**config.mk**
```make
export PLATFORM = sky130hd
export DESIGN_NAME = z80_uart_mmio
export DESIGN_NICKNAME = d
export VERILOG_FILES = /design/src/rtl/z80_uart_pkg.sv /design/src/rtl/uart_fifo.sv /design/src/rtl/z80_uart_mmio.sv
export SDC_FILE = /design/constraint.sdc
export NUM_CORES = 1
export LEC_CHECK = 0
export ABC_AREA = 1
export BUFFER_PORTS_ARGS = -buffer_cell sky130_fd_sc_hd__buf_2
export CAP_MARGIN = 20
export CORE_MARGIN = 3
export CORE_UTILIZATION = 30
export CTS_CLUSTER_DIAMETER = 200
export DETAILED_ROUTE_END_ITERATION = 8
export SYNTH_ARGS = -nofsm -noshare
export SYNTH_HDL_FRONTEND = slang
export SYNTH_SLANG_ARGS = --single-unit
export TNS_END_PERCENT = 20
```
**constraint.sdc**
```tcl
create_clock -name clock -period 4.45 [get_ports clock]
set_clock_uncertainty 0.15 [all_clocks]
set_input_delay 0.6675 -clock clock [delete_from_list [all_inputs] [get_ports clock]]
set_output_delay 0.6675 -clock clock [all_outputs]
set_load 0.05 [all_outputs]
```
**src/rtl/z80_uart_pkg.sv**
```systemverilog
// Shared constants and state types for the Z80 memory-mapped UART.
package z80_uart_pkg;

    localparam logic [1:0] REG_DATA   = 2'd0;
    localparam logic [1:0] REG_STATUS = 2'd1;
    localparam logic [1:0] REG_DIVLO  = 2'd2;
    localparam logic [1:0] REG_DIVHI  = 2'd3;

    localparam int ST_TX_FULL  = 0;
    localparam int ST_TX_EMPTY = 1;
    localparam int ST_RX_EMPTY = 2;
    localparam int ST_RX_FULL  = 3;
    localparam int ST_OVERRUN  = 4;
    localparam int ST_TX_BUSY  = 5;
    localparam int ST_TX_DROP  = 6;

    typedef enum logic [1:0] {StIdle, StStart, StData, StStop} uart_state_e;

    // Divisors below 2 would make the half-bit RX sample point zero.
    function automatic logic [15:0] eff_div(input logic [15:0] d);
        return (d < 16'd2) ? 16'd2 : d;
    endfunction

endpackage

```
**src/rtl/uart_fifo.sv**
```systemverilog
// Synchronous FIFO; a pop frees a slot for a push in the same cycle.
module uart_fifo #(
    parameter int unsigned WIDTH      = 8,
    parameter int unsigned DEPTH_LOG2 = 2
) (
    input  logic                  clock,
    input  logic                  reset,
    input  logic                  push,
    input  logic [WIDTH-1:0]      wdata,
    input  logic                  pop,
    output logic [WIDTH-1:0]      head,
    output logic                  full,
    output logic                  empty,
    output logic [DEPTH_LOG2:0]   count
);

    localparam int unsigned DEPTH = 1 << DEPTH_LOG2;
    localparam logic [DEPTH_LOG2:0] FULL_CNT = (DEPTH_LOG2 + 1)'(DEPTH);

    logic [WIDTH-1:0]      mem [DEPTH];
    logic [DEPTH_LOG2-1:0] wr_ptr, rd_ptr;
    logic [DEPTH_LOG2:0]   cnt;
    logic                  do_push, do_pop;

    assign empty   = (cnt == '0);
    assign full    = (cnt == FULL_CNT);
    assign count   = cnt;
    assign head    = mem[rd_ptr];
    assign do_pop  = pop & !empty;
    assign do_push = push & (!full | do_pop);

    always_ff @(posedge clock or posedge reset) begin
        if (reset) begin
            wr_ptr <= '0;
            rd_ptr <= '0;
            cnt    <= '0;
        end else begin
            if (do_push) wr_ptr <= wr_ptr + 1'b1;
            if (do_pop)  rd_ptr <= rd_ptr + 1'b1;
            case ({do_push, do_pop})
                2'b10:   cnt <= cnt + 1'b1;
                2'b01:   cnt <= cnt - 1'b1;
                default: cnt <= cnt;
            endcase
        end
    end

    always_ff @(posedge clock) begin
        if (do_push) mem[wr_ptr] <= wdata;
    end

endmodule

```
**src/rtl/z80_uart_mmio.sv**
```systemverilog
// Memory-mapped 8N1 UART on one 256-byte Z80 page: TX/RX FIFOs, programmable divisor,
// read data registered with the same 1-cycle latency as RAM.
module z80_uart_mmio
    import z80_uart_pkg::*;
#(
    parameter logic [7:0]  PAGE            = 8'hFF,
    parameter logic [15:0] DIV_RESET       = 16'd217,
    parameter int unsigned FIFO_DEPTH_LOG2 = 2
) (
    input  logic        clock,
    input  logic        reset,
    input  logic [15:0] address,
    input  logic [7:0]  o_data,
    input  logic        we,
    output logic [7:0]  rdata,
    output logic        hit,
    output logic        tx,
    input  logic        rx,
    output logic        irq
);

    logic        sel, wstb, we_q;
    logic [15:0] addr_q;
    logic [1:0]  offset;
    logic        wr_data, wr_status, wr_divlo, wr_divhi;
    logic [15:0] div_q, div_eff, half;
    logic [1:0]  ctrl_q;
    logic        overrun_q, tx_drop_q;
    logic [7:0]  status, rd_mux;

    logic [7:0]  tx_head, rx_head;
    logic        tx_full, tx_empty, rx_full, rx_empty;
    logic [FIFO_DEPTH_LOG2:0] tx_count, rx_count;
    logic        unused_counts;

    uart_state_e tx_state, rx_state;
    logic [15:0] tx_cnt, rx_cnt;
    logic [2:0]  tx_bit, rx_bit;
    logic [7:0]  tx_shift, rx_shift;
    logic        tx_q, tx_busy, tx_pop, tx_push_ok;
    logic        rx_s1, rx_s2, rx_prev, rx_push, rx_pop;

    assign sel       = (address[15:8] == PAGE);
    assign offset    = address[1:0];
    // A write held over several cycles at one address fires once.
    assign wstb      = we & sel & (!we_q | (address != addr_q));
    assign wr_data   = wstb & (offset == REG_DATA);
    assign wr_status = wstb & (offset == REG_STATUS);
    assign wr_divlo  = wstb & (offset == REG_DIVLO);
    assign wr_divhi  = wstb & (offset == REG_DIVHI);

    assign div_eff = eff_div(div_q);
    assign half    = div_eff >> 1;

    assign tx         = tx_q;
    assign tx_busy    = (tx_state != StIdle);
    assign tx_pop     = !tx_empty & ((tx_state == StIdle) |
                                     ((tx_state == StStop) & (tx_cnt == '0)));
    assign tx_push_ok = !tx_full | tx_pop;
    assign rx_push    = (rx_state == StStop) & (rx_cnt == '0) & rx_s2;
    assign rx_pop     = wr_status & o_data[0];
    assign irq        = (ctrl_q[1] & !rx_empty) | (ctrl_q[0] & tx_empty & !tx_busy);
    assign unused_counts = ^{tx_count, rx_count};

    uart_fifo #(.WIDTH(8), .DEPTH_LOG2(FIFO_DEPTH_LOG2)) u_tx_fifo (
        .clock (clock),
        .reset (reset),
        .push  (wr_data & tx_push_ok),
        .wdata (o_data),
        .pop   (tx_pop),
        .head  (tx_head),
        .full  (tx_full),
        .empty (tx_empty),
        .count (tx_count)
    );

    uart_fifo #(.WIDTH(8), .DEPTH_LOG2(FIFO_DEPTH_LOG2)) u_rx_fifo (
        .clock (clock),
        .reset (reset),
        .push  (rx_push),
        .wdata (rx_shift),
        .pop   (rx_pop),
        .head  (rx_head),
        .full  (rx_full),
        .empty (rx_empty),
        .count (rx_count)
    );

    always_comb begin
        status              = '0;
        status[ST_TX_FULL]  = tx_full;
        status[ST_TX_EMPTY] = tx_empty;
        status[ST_RX_EMPTY] = rx_empty;
        status[ST_RX_FULL]  = rx_full;
        status[ST_OVERRUN]  = overrun_q;
        status[ST_TX_BUSY]  = tx_busy;
        status[ST_TX_DROP]  = tx_drop_q;
        unique case (offset)
            REG_DATA:   rd_mux = rx_empty ? 8'h00 : rx_head;
            REG_STATUS: rd_mux = status;
            REG_DIVLO:  rd_mux = div_q[7:0];
            REG_DIVHI:  rd_mux = div_q[15:8];
            default:    rd_mux = 8'h00;
        endcase
    end

    always_ff @(posedge clock or posedge reset) begin
        if (reset) begin
            we_q      <= 1'b0;
            addr_q    <= '0;
            hit       <= 1'b0;
            rdata     <= '0;
            div_q     <= DIV_RESET;
            ctrl_q    <= '0;
            overrun_q <= 1'b0;
            tx_drop_q <= 1'b0;
        end else begin
            we_q   <= we;
            addr_q <= address;
            hit    <= sel;
            rdata  <= rd_mux;
            if (wr_divlo) div_q[7:0] <= o_data;
            if (wr_divhi) begin
                div_q[15:8] <= o_data;
                ctrl_q      <= o_data[7:6];
            end
            // A same-cycle CPU pop makes room, so no overrun then.
            if (rx_push & rx_full & !rx_pop)      overrun_q <= 1'b1;
            else if (wr_status & o_data[4])       overrun_q <= 1'b0;
            if (wr_data & !tx_push_ok)            tx_drop_q <= 1'b1;
            else if (wr_status & o_data[6])       tx_drop_q <= 1'b0;
        end
    end

    always_ff @(posedge clock or posedge reset) begin
        if (reset) begin
            tx_state <= StIdle;
            tx_q     <= 1'b1;
            tx_cnt   <= '0;
            tx_bit   <= '0;
            tx_shift <= '0;
        end else begin
            unique case (tx_state)
                StIdle: if (!tx_empty) begin
                    tx_state <= StStart;
                    tx_q     <= 1'b0;
                    tx_cnt   <= div_eff - 16'd1;
                    tx_shift <= tx_head;
                end
                StStart: if (tx_cnt == '0) begin
                    tx_state <= StData;
                    tx_q     <= tx_shift[0];
                    tx_cnt   <= div_eff - 16'd1;
                    tx_bit   <= '0;
                end else tx_cnt <= tx_cnt - 16'd1;
                StData: if (tx_cnt == '0) begin
                    tx_cnt <= div_eff - 16'd1;
                    if (tx_bit == 3'd7) begin
                        tx_state <= StStop;
                        tx_q     <= 1'b1;
                    end else begin
                        tx_bit   <= tx_bit + 3'd1;
                        tx_shift <= tx_shift >> 1;
                        tx_q     <= tx_shift[1];
                    end
                end else tx_cnt <= tx_cnt - 16'd1;
                StStop: if (tx_cnt == '0) begin
                    if (!tx_empty) begin
                        tx_state <= StStart;
                        tx_q     <= 1'b0;
                        tx_cnt   <= div_eff - 16'd1;
                        tx_shift <= tx_head;
                    end else tx_state <= StIdle;
                end else tx_cnt <= tx_cnt - 16'd1;
                default: tx_state <= StIdle;
            endcase
        end
    end

    always_ff @(posedge clock or posedge reset) begin
        if (reset) begin
            rx_s1    <= 1'b1;
            rx_s2    <= 1'b1;
            rx_prev  <= 1'b1;
            rx_state <= StIdle;
            rx_cnt   <= '0;
            rx_bit   <= '0;
            rx_shift <= '0;
        end else begin
            rx_s1   <= rx;
            rx_s2   <= rx_s1;
            rx_prev <= rx_s2;
            unique case (rx_state)
                StIdle: if (rx_prev & !rx_s2) begin
                    rx_state <= StStart;
                    rx_cnt   <= half - 16'd1;
                end
                StStart: if (rx_cnt == '0) begin
                    rx_state <= rx_s2 ? StIdle : StData;
                    rx_cnt   <= div_eff - 16'd1;
                    rx_bit   <= '0;
                end else rx_cnt <= rx_cnt - 16'd1;
                StData: if (rx_cnt == '0) begin
                    rx_shift <= {rx_s2, rx_shift[7:1]};
                    rx_cnt   <= div_eff - 16'd1;
                    if (rx_bit == 3'd7) rx_state <= StStop;
                    else rx_bit <= rx_bit + 3'd1;
                end else rx_cnt <= rx_cnt - 16'd1;
                StStop: if (rx_cnt == '0) rx_state <= StIdle;
                        else rx_cnt <= rx_cnt - 16'd1;
                default: rx_state <= StIdle;
            endcase
        end
    end

endmodule

```
After elaboration in Yosys (flattened, before gate mapping)

Memory sizes are Yosys's and may differ from the RTL's.
Index checks and enable logic that the tools add are counted.

Add/subtract/negate cells: 14
Magnitude comparators: 1
Equality and inequality tests: 32
Reduce and logical (&&, ||, !) cells: 34
Multiplexer cells: 54
Bitwise logic cells: 31

Operator list:

| kind                    | count |
|---|---|
| $mux W16                | 7 |
| $pmux W16 S3            | 2 |
| $sub A16 B1 Y16 const B | 3 |
| $mux W8                 | 5 |
| $logic_not A16 Y1       | 2 |
| $pmux W8 S4             | 1 |
| $and A1 B1 Y1           | 25 |
| $pmux W3 S2             | 4 |
| $pmux W8 S3             | 1 |
| $mux W2                 | 11 |
| $ne A2 B2 Y1 const B    | 11 |
| $mux W3                 | 6 |
| $eq A2 B2 Y1 const B    | 8 |
| $lt A16 B2 Y1 const B   | 1 |
| $ne A16 B16 Y1          | 1 |
| $pmux W2 S4             | 2 |
| $sub A15 B1 Y16 const B | 1 |
| $mux W1                 | 14 |
| $reduce_bool A2 Y1      | 7 |
| $add A3 B1 Y3 const B   | 4 |
| $eq A3 B3 Y1 const B    | 4 |
| $reduce_and A4 Y1       | 3 |
| $eq A2 B1 Y1 const B    | 5 |
| $reduce_and A5 Y1       | 2 |
| 13 further kinds        | 36 |

Output and inout port bits: 11
Register bits after elaboration: 122
RAM bits: 64
Memories: 2
Input bits: 28

Memory list:

| memory        | depth | width | read ports | clocked after memory_dff | write ports | RTL line        | text |
|---|---|---|---|---|---|---|---|
| u_rx_fifo.mem | 4     | 8     | 1          | 0                        | 1           | uart_fifo.sv:20 | `logic [WIDTH-1:0] mem [DEPTH];` |
| u_tx_fifo.mem | 4     | 8     | 1          | 0                        | 1           | uart_fifo.sv:20 |  |

Depth between registers and ports, before layout

Gate-level depths: netlist of run 1.

Depth in word-level cells: 10
Depth in mapped cells: 19
Gate-level depth less buffers: 17

Cells and area by module

From an unflattened synthesis of run 1, not the netlist that was laid out.

Cells, all modules: 1,227
Area total of the unflattened synthesis: 10,354.9 µm²

By module, submodules not included:

| module                 | sequential area each (µm²) | area each (µm²) | instances | cells each |
|---|---|---|---|---|
| z80_uart_mmio          | 2,663.8                    | 6,995.5         | 1         | 944 |
| uart_fifo at u_tx_fifo | 1,136.1                    | 1,706.6         | 1         | 149 |
| uart_fifo at u_rx_fifo | 1,136.1                    | 1,652.8         | 1         | 134 |

Least setup slack after synthesis of run 1

Ideal clock, no wire load.

Kind: input -> register
Start point: input address[13]
End point: register u_rx_fifo.cnt[2], in the netlist u_rx_fifo.count[2]
Data required time: 4.169 ns
Cell stages on the path: 14
Arrival time: 2.452 ns
Path buffers: 0
Path slack: 1.717 ns
Path through: or2_2 nand2_1 nor2_1 nand4_1 nor2_1 nand3_1 nand3_1 nor3_2 ha_1 inv_1 fa_1 a21oi_1 o21ai_0 xor2_1

Word-level cells in the longest chain between the ends: 10
Elaborated cells between the ends (all ways): 14
Those cells by class: eq/ne (4); mux (1); bitwise (8); reduce/logical (1)

Ends and longest elaborated chain:

| item                                                     | RTL line                                 | text |
|---|---|---|
| start, declared                                          | z80_uart_mmio.sv:12                      | `input logic [15:0] address,` |
| $ne A16 B16 Y1 / $eq A8 B8 Y1 (equally long branches)    | z80_uart_mmio.sv:46, z80_uart_mmio.sv:43 |  |
| $or A1 B1 Y1 / $and A1 B1 Y1 (equally long branches)     | z80_uart_mmio.sv:46                      | `assign wstb = we & sel & (!we_q \| (address != addr_q));` |
| $and A1 B1 Y1 (*)                                        | z80_uart_mmio.sv:46                      |  |
| $and A1 B1 Y1 (*)                                        | z80_uart_mmio.sv:48                      | `assign wr_status = wstb & (offset == REG_STATUS);` |
| $and A1 B1 Y1 (*)                                        | z80_uart_mmio.sv:61                      | `assign rx_pop = wr_status & o_data[0];` |
| $and A1 B1 Y1 (*)                                        | uart_fifo.sv:29                          | `assign do_pop = pop & !empty;` |
| net u_rx_fifo.do_pop                                     | uart_fifo.sv:23                          | `logic do_push, do_pop;` |
| $or A1 B1 Y1                                             | uart_fifo.sv:30                          | `assign do_push = push & (!full \| do_pop);` |
| $and A1 B1 Y1                                            | uart_fifo.sv:30                          |  |
| $eq A2 B1 Y1 / $eq A2 B2 Y1 (equally long branches)      | uart_fifo.sv:40                          | `case ({do_push, do_pop})` |
| $pmux W3 S2 / $reduce_bool A2 Y1 (equally long branches) | -                                        |  |
| end signal, assigned                                     | uart_fifo.sv:41                          | `2'b10: cnt <= cnt + 1'b1;` |
| end signal, assigned                                     | uart_fifo.sv:42                          | `2'b01: cnt <= cnt - 1'b1;` |
| end signal, assigned                                     | uart_fifo.sv:43                          | `default: cnt <= cnt;` |
| end, declared                                            | uart_fifo.sv:22                          | `logic [DEPTH_LOG2:0] cnt;` |

Mark *: on every way through the listed nets, which the timed path passes. The rest lies on a longest branch.
A chain may end at the register's enable or synchronous reset.

Worst setup path after layout of run 1

Start point: register tx_cnt[0]
End point: register u_tx_fifo.cnt[2], in the netlist u_tx_fifo.count[2]

Word-level cells in the longest chain between the ends: 9
Elaborated cells between the ends (all ways): 13
Those cells by class: eq/ne (2); mux (1); bitwise (8); reduce/logical (2)

Ends and longest elaborated chain:

| item                                                     | RTL line             | text |
|---|---|---|
| start, declared                                          | z80_uart_mmio.sv:37  | `logic [15:0] tx_cnt, rx_cnt;` |
| start signal, assigned                                   | z80_uart_mmio.sv:147 | `tx_cnt <= div_eff - 16'd1;` |
| start signal, assigned                                   | z80_uart_mmio.sv:153 | `tx_cnt <= div_eff - 16'd1;` |
| start signal, assigned                                   | z80_uart_mmio.sv:155 | `end else tx_cnt <= tx_cnt - 16'd1;` |
| $logic_not A16 Y1 (*)                                    | z80_uart_mmio.sv:58  | `((tx_state == StStop) & (tx_cnt == '0)));` |
| $and A1 B1 Y1 (*)                                        | z80_uart_mmio.sv:58  |  |
| $or A1 B1 Y1 (*)                                         | z80_uart_mmio.sv:57  | `assign tx_pop = !tx_empty & ((tx_state == StIdle) \|` |
| $and A1 B1 Y1 (*)                                        | z80_uart_mmio.sv:57  |  |
| $and A1 B1 Y1 (*)                                        | uart_fifo.sv:29      |  |
| net u_tx_fifo.do_pop                                     | uart_fifo.sv:23      |  |
| $or A1 B1 Y1                                             | uart_fifo.sv:30      |  |
| $and A1 B1 Y1                                            | uart_fifo.sv:30      |  |
| $eq A2 B1 Y1 / $eq A2 B2 Y1 (equally long branches)      | uart_fifo.sv:40      |  |
| $pmux W3 S2 / $reduce_bool A2 Y1 (equally long branches) | -                    |  |
| end signal, assigned                                     | uart_fifo.sv:41      |  |
| end signal, assigned                                     | uart_fifo.sv:42      |  |
| end signal, assigned                                     | uart_fifo.sv:43      |  |
| end, declared                                            | uart_fifo.sv:22      |  |

Marks and branches as above.

==> reports/qor.csv, run 1 <==
stage,metric,value,unit
run_status,outcome,finished clean,
final_layout,final core occ,34.5,%
critical_path,CP cell instances,inv_1 > ha_1 > nand2_1 > nor2_1 > nand2_1 > o21ai_2 > inv_2 > nor2_1 > ha_1 > inv_1 > fa_1 > a21oi_1 > o21ai_0 > xor2_1,
critical_path,Crit Path Max Fanout,12,
clock_network,Clock Path Buffers,2,
clock_network,CTS tree,built,
detailed_routing,Post-route DRC,0,
global_route,largest net degree at the start of global routing,62,
synthesis,Yosys top cell by area,dfrtp_1,
synthesis,sequential element share of the synthesized area,48.5,%
power_and_ir_drop,power share of the sequential group,34.7,%
critical_path,Critical Path RT,4.61,ns
detailed_routing,DRT antenna net count,0,
clock_network,total CTS buffers,17,
synthesis,count of cell types in the netlist,51,
power_and_ir_drop,Comb pwr share,41.3,%
job,max_cap viols,0,
placement,hpwl dp,18400,um
detailed_routing,DRT Wirelength,25300,um
die,num rows,66,
placement,I/O Buffers,38,
clock_network,clk_lat worst skew,0.45,ns
timing,worst setup margin,1.28,ns
synthesis,Synth Warn #,0,
die,DIE WIDTH,190,um
timing,setup TNS,0,ns
die,core outline area,0.0329,mm^2
placement,GPL Wtd Cong,0.896,
detailed_routing,router iterations before antenna repair,5,
critical_path,Critical-path top delay cell,dfrtp_1,
clock_network,post-CTS setup buffer count,0,
final_layout,Post-Layout Cell Count,1685,
clock_network,CTS clock-pin slew for the worst setup and hold paths,0.08,ns
clock_network,clk root buf,clkbuf_16,
global_route,vias in the first global route,7823,
timing,unrepaired setup endpoints after global routing,false,
critical_path,CP arrival,3.33,ns
placement,DP Area,0.0108,mm^2
timing,FMAX,315,MHz
clock_network,H-tree Lvls,4,
synthesis,mapped cell area,0.0102,mm^2
timing,hold slack,0.182,ns
min_path,hold path start,rx,
final_layout,share of layout cells above drive strength 1,12.2,%
global_route,first-pass GRT wire length,41700,um
timing,Worst Tran Pin Value,0.810,ns
synthesis,top-count cell post-synth,nand2_1,
placement,pre-CTS setup slack,1.27,ns
timing,Slew HR,46.0,%
synthesis,top_reg_cell synth,dfrtp_1,
timing,Tmin final,3.17,ns
critical_path,Setup crit end kind,flip-flop,
synthesis,Post-synth ARST share,65.2,%
die,die height,190,um
final_layout,Layout fillers,3392,
synthesis,Post-Syn Area per Cell,8.48,um^2
synthesis,Mapped Nets,1258,
global_route,initial antenna violation count,0,
synthesis,Commonest cells post-synth,"278 x nand2_1, 136 x inv_1, 114 x nor2_1",
detailed_routing,Via Count,8073,
power_and_ir_drop,NetSw,2.70,mW
power_and_ir_drop,Pleak,5.07,nW
power_and_ir_drop,Peak VDD IR,0.225,mV
detailed_routing,routed length on met3,1010,um
final_layout,post-layout net count,1288,
critical_path,crit-path max cell delay,0.38,ns
power_and_ir_drop,switch share,42.1,%
detailed_routing,DRT iter0 DRCs,506,
final_layout,Area Growth Syn to Fin,11.7,%
critical_path,critical path type,flip-flop to flip-flop,
detailed_routing,top routing layer in use,met4,
power_and_ir_drop,Pwr per Cell Area,563,mW/mm^2
die,I/O pin cnt,39,
global_route,GR Overflow Total,0,
power_and_ir_drop,Clock power frac,24.0,%
timing,Final Hold Violating Endpoints,0,
detailed_routing,Met2 Wirelength,12000,um
power_and_ir_drop,Tot Pwr,6.40,mW
clock_network,CTS Sinks,184,
detailed_routing,WL per Instance,15.0,um
detailed_routing,M1 WL,12000,um
synthesis,Synth top area share,27.3,%
clock_network,Post-CTS Hold Buffers,0,
final_layout,antenna cell count,0,
timing,"Slew Viols, Final",0,
critical_path,crit start category,flip-flop,
placement,dpl cells,1653,
die,Initial Utilization,30.9,%
synthesis,largest cells by area after synthesis,"dfrtp_1 27%, edfxtp_1 19%, nand2_1 10%",
timing,endpoints failing setup,0,
critical_path,reg2reg setup slack,1.28,ns
critical_path,worst r2r src,tx_cnt[0],
clock_network,# resized after CTS,0,
synthesis,#FFs+latches synth,184,
power_and_ir_drop,Int Power,3.70,mW
timing,Final period util,71.2,%
synthesis,Post-Synthesis Cells,1200,
min_path,Hold Path Class,input port to flip-flop,
global_route,total track usage,14.4,%
die,die area,0.0362,mm^2
final_layout,post-route cell area,0.0114,mm^2
critical_path,Critical Path Start,tx_cnt[0],
synthesis,number of synthesized flops with an enable pin,64,
detailed_routing,vias per std cell,4.79,
[per-layer routing]
layer | up-vias | track usage (%)
met2 | 159 | 23.5
met1 | 3884 | 19.9
li1 | 4008 | -
met5 | - | 0
met4 | 0 | 3.73
met3 | 22 | 2.30
[state kept, by name, indices dropped and copies added, names as in the netlist, 3 cells and up, named ones only]
signal and count:
u_tx_fifo.count 3, rx_shift 8, u_tx_fifo.mem 32, rx_cnt 16, tx_bit 3, u_rx_fifo.count 3, u_rx_fifo.mem 32, div_q 16
tx_cnt 16, addr_q 16, tx_shift 8, rx_bit 3, rdata 8
[power groups by stage]
stage	clock network, mW	registers (mW)	logic (mW)
after CTS	1.57	2.22	2.64
after detailed placement	0	2.25	2.63
after global routing	1.63	2.25	3.02
after floorplan	0	2.20	2.10
after global placement	0	2.25	2.60
final	1.54	2.22	2.64
[worst paths after layout]
| check | endpoint | depth (start not counted) |
|---|---|---|
| setup / recovery | u_tx_fifo.count[2] | 14 |
| hold / removal | rx_s1 | 1 |
| setup reg to reg | u_tx_fifo.count[2] | 14 |
| hold reg to reg | rx_s2 | 0 |
| max in group asynchronous | rx_prev | 3 |
| min in group asynchronous | hit | 2 |
[worst max-delay path, delay by kind of cell (launching register included)]
family                     cells  cell delay, ns
adders and majority gates      3            0.78
and+or+nand+nor                4            0.75
AOI/OAI and AO/OA              3            0.55
DFF                            1            0.38
buffers and inverters          3            0.28
xor gates and xnor gates       1            0.15
[layout by cell type, fill, tap and decap left out, types with 8 or more instances in the layout]
cell type	netlist	layout
nand2_2	13	13
o211ai_1	11	11
o21ai_0	94	94
a21oi_1	41	41
ha_1	28	28
o22ai_1	26	26
xnor2_1	8	8
buf_2	11	38
nand4_1	18	18
edfxtp_1	64	64
clkbuf_16	0	19
nand2_1	278	278
inv_2	8	8
nand3_1	64	64
nor2_1	114	114
nor3_1	13	13
dfrtp_1	111	111
buf_4	5	8
xor2_1	33	33
dfstp_2	9	9
or2_2	9	9
inv_1	136	135
o21ai_1	25	25
[cell families after synthesis]
| family | Yosys count | synth area share [%] |
|---|---|---|
| flip-flops | 184 | 48.5 |
| buffers and inverters | 181 | 7.50 |
| XOR/XNOR | 45 | 4.17 |
| AO/OA/AOI/OAI | 215 | 11.8 |
| AND/OR/NAND/NOR | 544 | 24.2 |
| adder cells (fa/ha/maj) | 30 | 3.83 |
| multiplexers | 1 | 0.0983 |
[cell type report]
cell class	count	area (um^2)	area share [%]
Sequential cell	184	4940	43.4
Multi-Input combinational cell	835	4480	39.4
Tap cell	442	553	4.86
Inverter	146	551	4.84
Clock buffer	19	475	4.18
Timing Repair Buffer	46	250	2.20
Clock inverter	13	123	1.08
Note: power is estimated with default switching activity, not from simulation.
==> inputs of run 2 (changes only) <==
--- a/config.mk
+++ b/config.mk
@@ -5,7 +5,7 @@
 export SDC_FILE = /design/constraint.sdc
 export NUM_CORES = 1
 export LEC_CHECK = 0
-export ABC_AREA = 1
+export ABC_AREA = 0
 export BUFFER_PORTS_ARGS = -buffer_cell sky130_fd_sc_hd__buf_2
 export CAP_MARGIN = 20
 export CORE_MARGIN = 3
==> constraint.sdc (replaced) <==
create_clock -name clock -period 2.7 [get_ports clock]
set_clock_uncertainty 0.15 [all_clocks]
set_input_delay 0.405 -clock clock [delete_from_list [all_inputs] [get_ports clock]]
set_output_delay 0.405 -clock clock [all_outputs]
set_load 0.05 [all_outputs]
==> run 2 against run 1 <==
Against the previous run: the run now ends with negative setup slack left; die area shrank 2.4%; sequential share of layout area shrank 5.7 points; synthesized cell count shrank 26%; worst hold slack lost 0.13 ns; fmax grew 9.7%; power grew 88%; setup slack lost 1.5 ns; clock power grew 71%; synthesized area shrank 2.5%; sequential cell count is the same; combinational power grew 120%; design area grew 15%; critical endpoint is now rx_cnt[8].
==> reports/qor.csv, run 2 <==
stage,metric,value,unit,change
synthesis,mapped cell area,0.00992,mm^2,-2.5%
synthesis,Synth top area share,28.0,%,+0.70 points
global_route,initial antenna violation count,0,,unchanged
clock_network,CTS tree,built,,
die,die area,0.0353,mm^2,-2.4%
detailed_routing,Via Count,7937,,-1.7%
placement,GPL Wtd Cong,0.866,,-3.3%
timing,Tmin final,2.89,ns,-0.281 ns
synthesis,Yosys top cell by area,dfrtp_1,,
final_layout,"commonest non-fill, non-tap cell in the layout",buf_4,,
timing,FMAX,346,MHz,+9.7%
die,Initial Utilization,31.0,%,+0.077 points
timing,hold slack,0.0489,ns,-0.133 ns
placement,pre-CTS setup slack,-0.331,ns,-1.60 ns
power_and_ir_drop,Pwr per Cell Area,921,mW/mm^2,+64%
placement,hpwl dp,18400,um,-0.37%
synthesis,adder-cell share of the synthesized area,3.93,%,+0.099 points
global_route,total track usage,14.9,%,+0.58 points
critical_path,crit-path max cell delay,0.41,ns,+0.03 ns
synthesis,#FFs+latches synth,184,,unchanged
synthesis,simple-gate share of the synthesized area,15.7,%,-8.5 points
timing,Slew HR,61.0,%,+15 points
critical_path,CP cell instances,nor4_4 > buf_4 > nand3b_1 > nor2_2 > nor2_4 > ha_2 > nor3b_4 > buf_4 > nand3_1 > xnor2_1 > buf_4 > buf_4 > a221oi_2 > o22ai_1,,
final_layout,antenna cell count,0,,unchanged
final_layout,Area Growth Syn to Fin,31.9,%,
final_layout,final core occ,40.8,%,+6.3 points
detailed_routing,DRT iter0 DRCs,658,,+30%
synthesis,largest family of logic cells by synthesized area,simple AND/OR/NAND/NOR gates,,
synthesis,top-count cell post-synth,dfrtp_1,,
power_and_ir_drop,Tot Pwr,12.1,mW,+88%
die,core outline area,0.0320,mm^2,-2.7%
synthesis,compound-gate portion of the synthesized area,12.9,%,+1.2 points
synthesis,Synth Warn #,0,,unchanged
detailed_routing,vias per std cell,5.14,,+7.4%
power_and_ir_drop,Peak VDD IR,0.417,mV,+86%
timing,Final Hold Violating Endpoints,0,,unchanged
clock_network,Clock Path Buffers,2,,unchanged
critical_path,CP arrival,3.05,ns,-0.28 ns
synthesis,Post-Syn Area per Cell,11.1,um^2,+31%
critical_path,Most Frequent Cell on Critical Path,buf_4,,
clock_network,CTS Sinks,184,,unchanged
critical_path,Crit Path Max Fanout,4,,-8
critical_path,critical path type,flip-flop to flip-flop,,
critical_path,Setup crit end kind,flip-flop,,
final_layout,share of layout cells above drive strength 1,36.4,%,+24 points
placement,I/O Buffers,38,,unchanged
final_layout,largest registers,"u_rx_fifo.mem x32, u_tx_fifo.mem x32",,
global_route,first-pass GRT wire length,42600,um,+2.3%
synthesis,Mapped Nets,951,,-24%
synthesis,XOR/XNOR Fraction of Synth Area,5.11,%,+0.94 points
run_status,outcome,"finished, violations left",,
clock_network,total CTS buffers,17,,unchanged
critical_path,Critical-path top delay cell,dfrtp_1,,
final_layout,most frequent cells in the layout,"164 x buf_4, 111 x dfrtp_1, 64 x edfxtp_1, 61 x nand2_1, 54 x nor2_1",,
clock_network,CTS clock-pin slew for the worst setup and hold paths,0.08,ns,about the same
timing,worst setup margin,-0.190,ns,-1.47 ns
final_layout,Post-Layout Cell Count,1543,,-8.4%
synthesis,top_reg_cell synth,dfrtp_1,,
detailed_routing,Post-route DRC,0,,unchanged
global_route,largest net degree at the start of global routing,75,,+21%
die,num rows,65,,-1.5%
power_and_ir_drop,Pleak,5.53,nW,+9.2%
timing,endpoints failing setup,22,,+22
clock_network,clk_lat worst skew,0.44,ns,about the same
critical_path,"Buf+Inv Stages, Crit Path",4,,+1
clock_network,clk root buf,clkbuf_16,,
timing,Final period util,107,%,+36 points
detailed_routing,DRT Wirelength,26800,um,+5.6%
timing,unrepaired setup endpoints after global routing,true,,
timing,Worst Tran Pin Value,0.585,ns,-0.225 ns
critical_path,cell family with most CP delay,simple AND/OR/NAND/NOR gates,,
global_route,vias in the first global route,7901,,+1.0%
timing,"Slew Viols, Final",0,,unchanged
critical_path,crit start category,flip-flop,,
clock_network,H-tree Lvls,4,,unchanged
die,DIE WIDTH,188,um,-1.2%
die,die height,188,um,-1.2%
synthesis,Commonest cells post-synth,"111 x dfrtp_1, 69 x nand2_1, 64 x edfxtp_1",,
die,I/O pin cnt,39,,unchanged
detailed_routing,WL per Instance,17.3,um,+15%
synthesis,Post-synth ARST share,65.2,%,unchanged
synthesis,largest cells by area after synthesis,"dfrtp_1 28%, edfxtp_1 19%, mux4_2 3.9%",,
placement,dpl cells,1468,,-11%
min_path,Hold Path Class,input port to flip-flop,,
synthesis,Post-Synthesis Cells,893,,-26%
synthesis,sequential element share of the synthesized area,49.7,%,+1.2 points
synthesis,number of synthesized flops with an enable pin,64,,unchanged
final_layout,post-layout net count,1153,,-10%
synthesis,mux share of post-synthesis cell area,9.34,%,+9.2 points
job,max_cap viols,0,,unchanged
run_status,failing checks,negative setup slack,,
synthesis,count of cell types in the netlist,89,,+75%
detailed_routing,DRT antenna net count,0,,unchanged
critical_path,Critical Path RT,2.86,ns,-1.75 ns
detailed_routing,router iterations before antenna repair,5,,unchanged
global_route,GR Overflow Total,0,,unchanged
-- run 2: cell types whose count changed after synthesis, moves of 17 or more --
cell | previous run | this run
xnor2_1 | 8 | 35
nand3_1 | 64 | 24
o21ai_0 | 94 | 42
inv_1 | 136 | 33
mux4_2 | 0 | 17
o21ai_1 | 25 | 3
mux2_2 | 0 | 25
nor3_1 | 13 | 31
clkbuf_1 | 12 | 36
nor2_1 | 114 | 59
nand2_1 | 278 | 69
-- run 2: per-layer routing --
| metal | part of all wire [%] | GRT usage [%] | vias to the layer above |
|---|---|---|---|
| met4 | 2.6 | 4.88 | 0 |
| met1 | 45 | 20.6 | 3952 |
| met5 | 0 | 0 | - |
| li1 | - | - | 3709 |
| met2 | 48 | 23.9 | 215 |
| met3 | 4.6 | 2.60 | 61 |
-- run 2: final cells by class --
cell class                      instances  area (um^2)
Clock buffer                           17          425
Multi-Input combinational cell        630         5070
Fill cell                            3050        19000
Tap cell                              435          544
Timing Repair Buffer                  229         1780
Inverter                               33          128
Sequential cell                       184         4940
Clock inverter                         15          205
-- run 2: kinds of logic after synthesis --
family	count (synthesis)
xor+xnor	57
mux	64
flops	184
fa+ha+maj	30
buf+inv	79
simple gates	287
compound gates	192
-- run 2: path summary, 6_finish.rpt --
| check | from | end | slack (ns) | cells after the start |
|---|---|---|---|---|
| min | address[14] | addr_q[14] | 0.05 | 2 |
| min in group asynchronous | reset | addr_q[2] | 0.40 | 3 |
| max | div_q[11] | rx_cnt[8] | -0.19 | 14 |
| min reg2reg | rx_s1 | rx_s2 | 0.21 | 0 |
| max in group asynchronous | reset | rx_s2 | 1.20 | 4 |
| max reg2reg | div_q[11] | rx_cnt[8] | -0.19 | 14 |
-- run 2: timing repair --
item / CTS / global route
pin swaps: 15 / 35
setup endpoints to repair: 38 / 40
setup buffers: 22 / 10
endpoints found under the hold margin: 29 / 0
gates resized for setup: 35 / 67
hold buffers: 12 / 0
-- run 2: through the flow --
step	area, um^2	TNS [ns]
3_3_place_gp	11700	-6.65
6_report	13100	-1.38
2_1_floorplan	9930	-6.24
5_1_grt	13100	-4.87
3_5_place_dp	11700	-8.55
4_1_cts	12700	-1.58
-- run 2: power breakdown --
group	internal [mW]	leakage (nW)	switching (mW)
sequential	3.28	2.05	0.355
combinational	2.55	3.17	3.24
clock	1.35	0.305	1.28
total	7.19	5.53	4.87
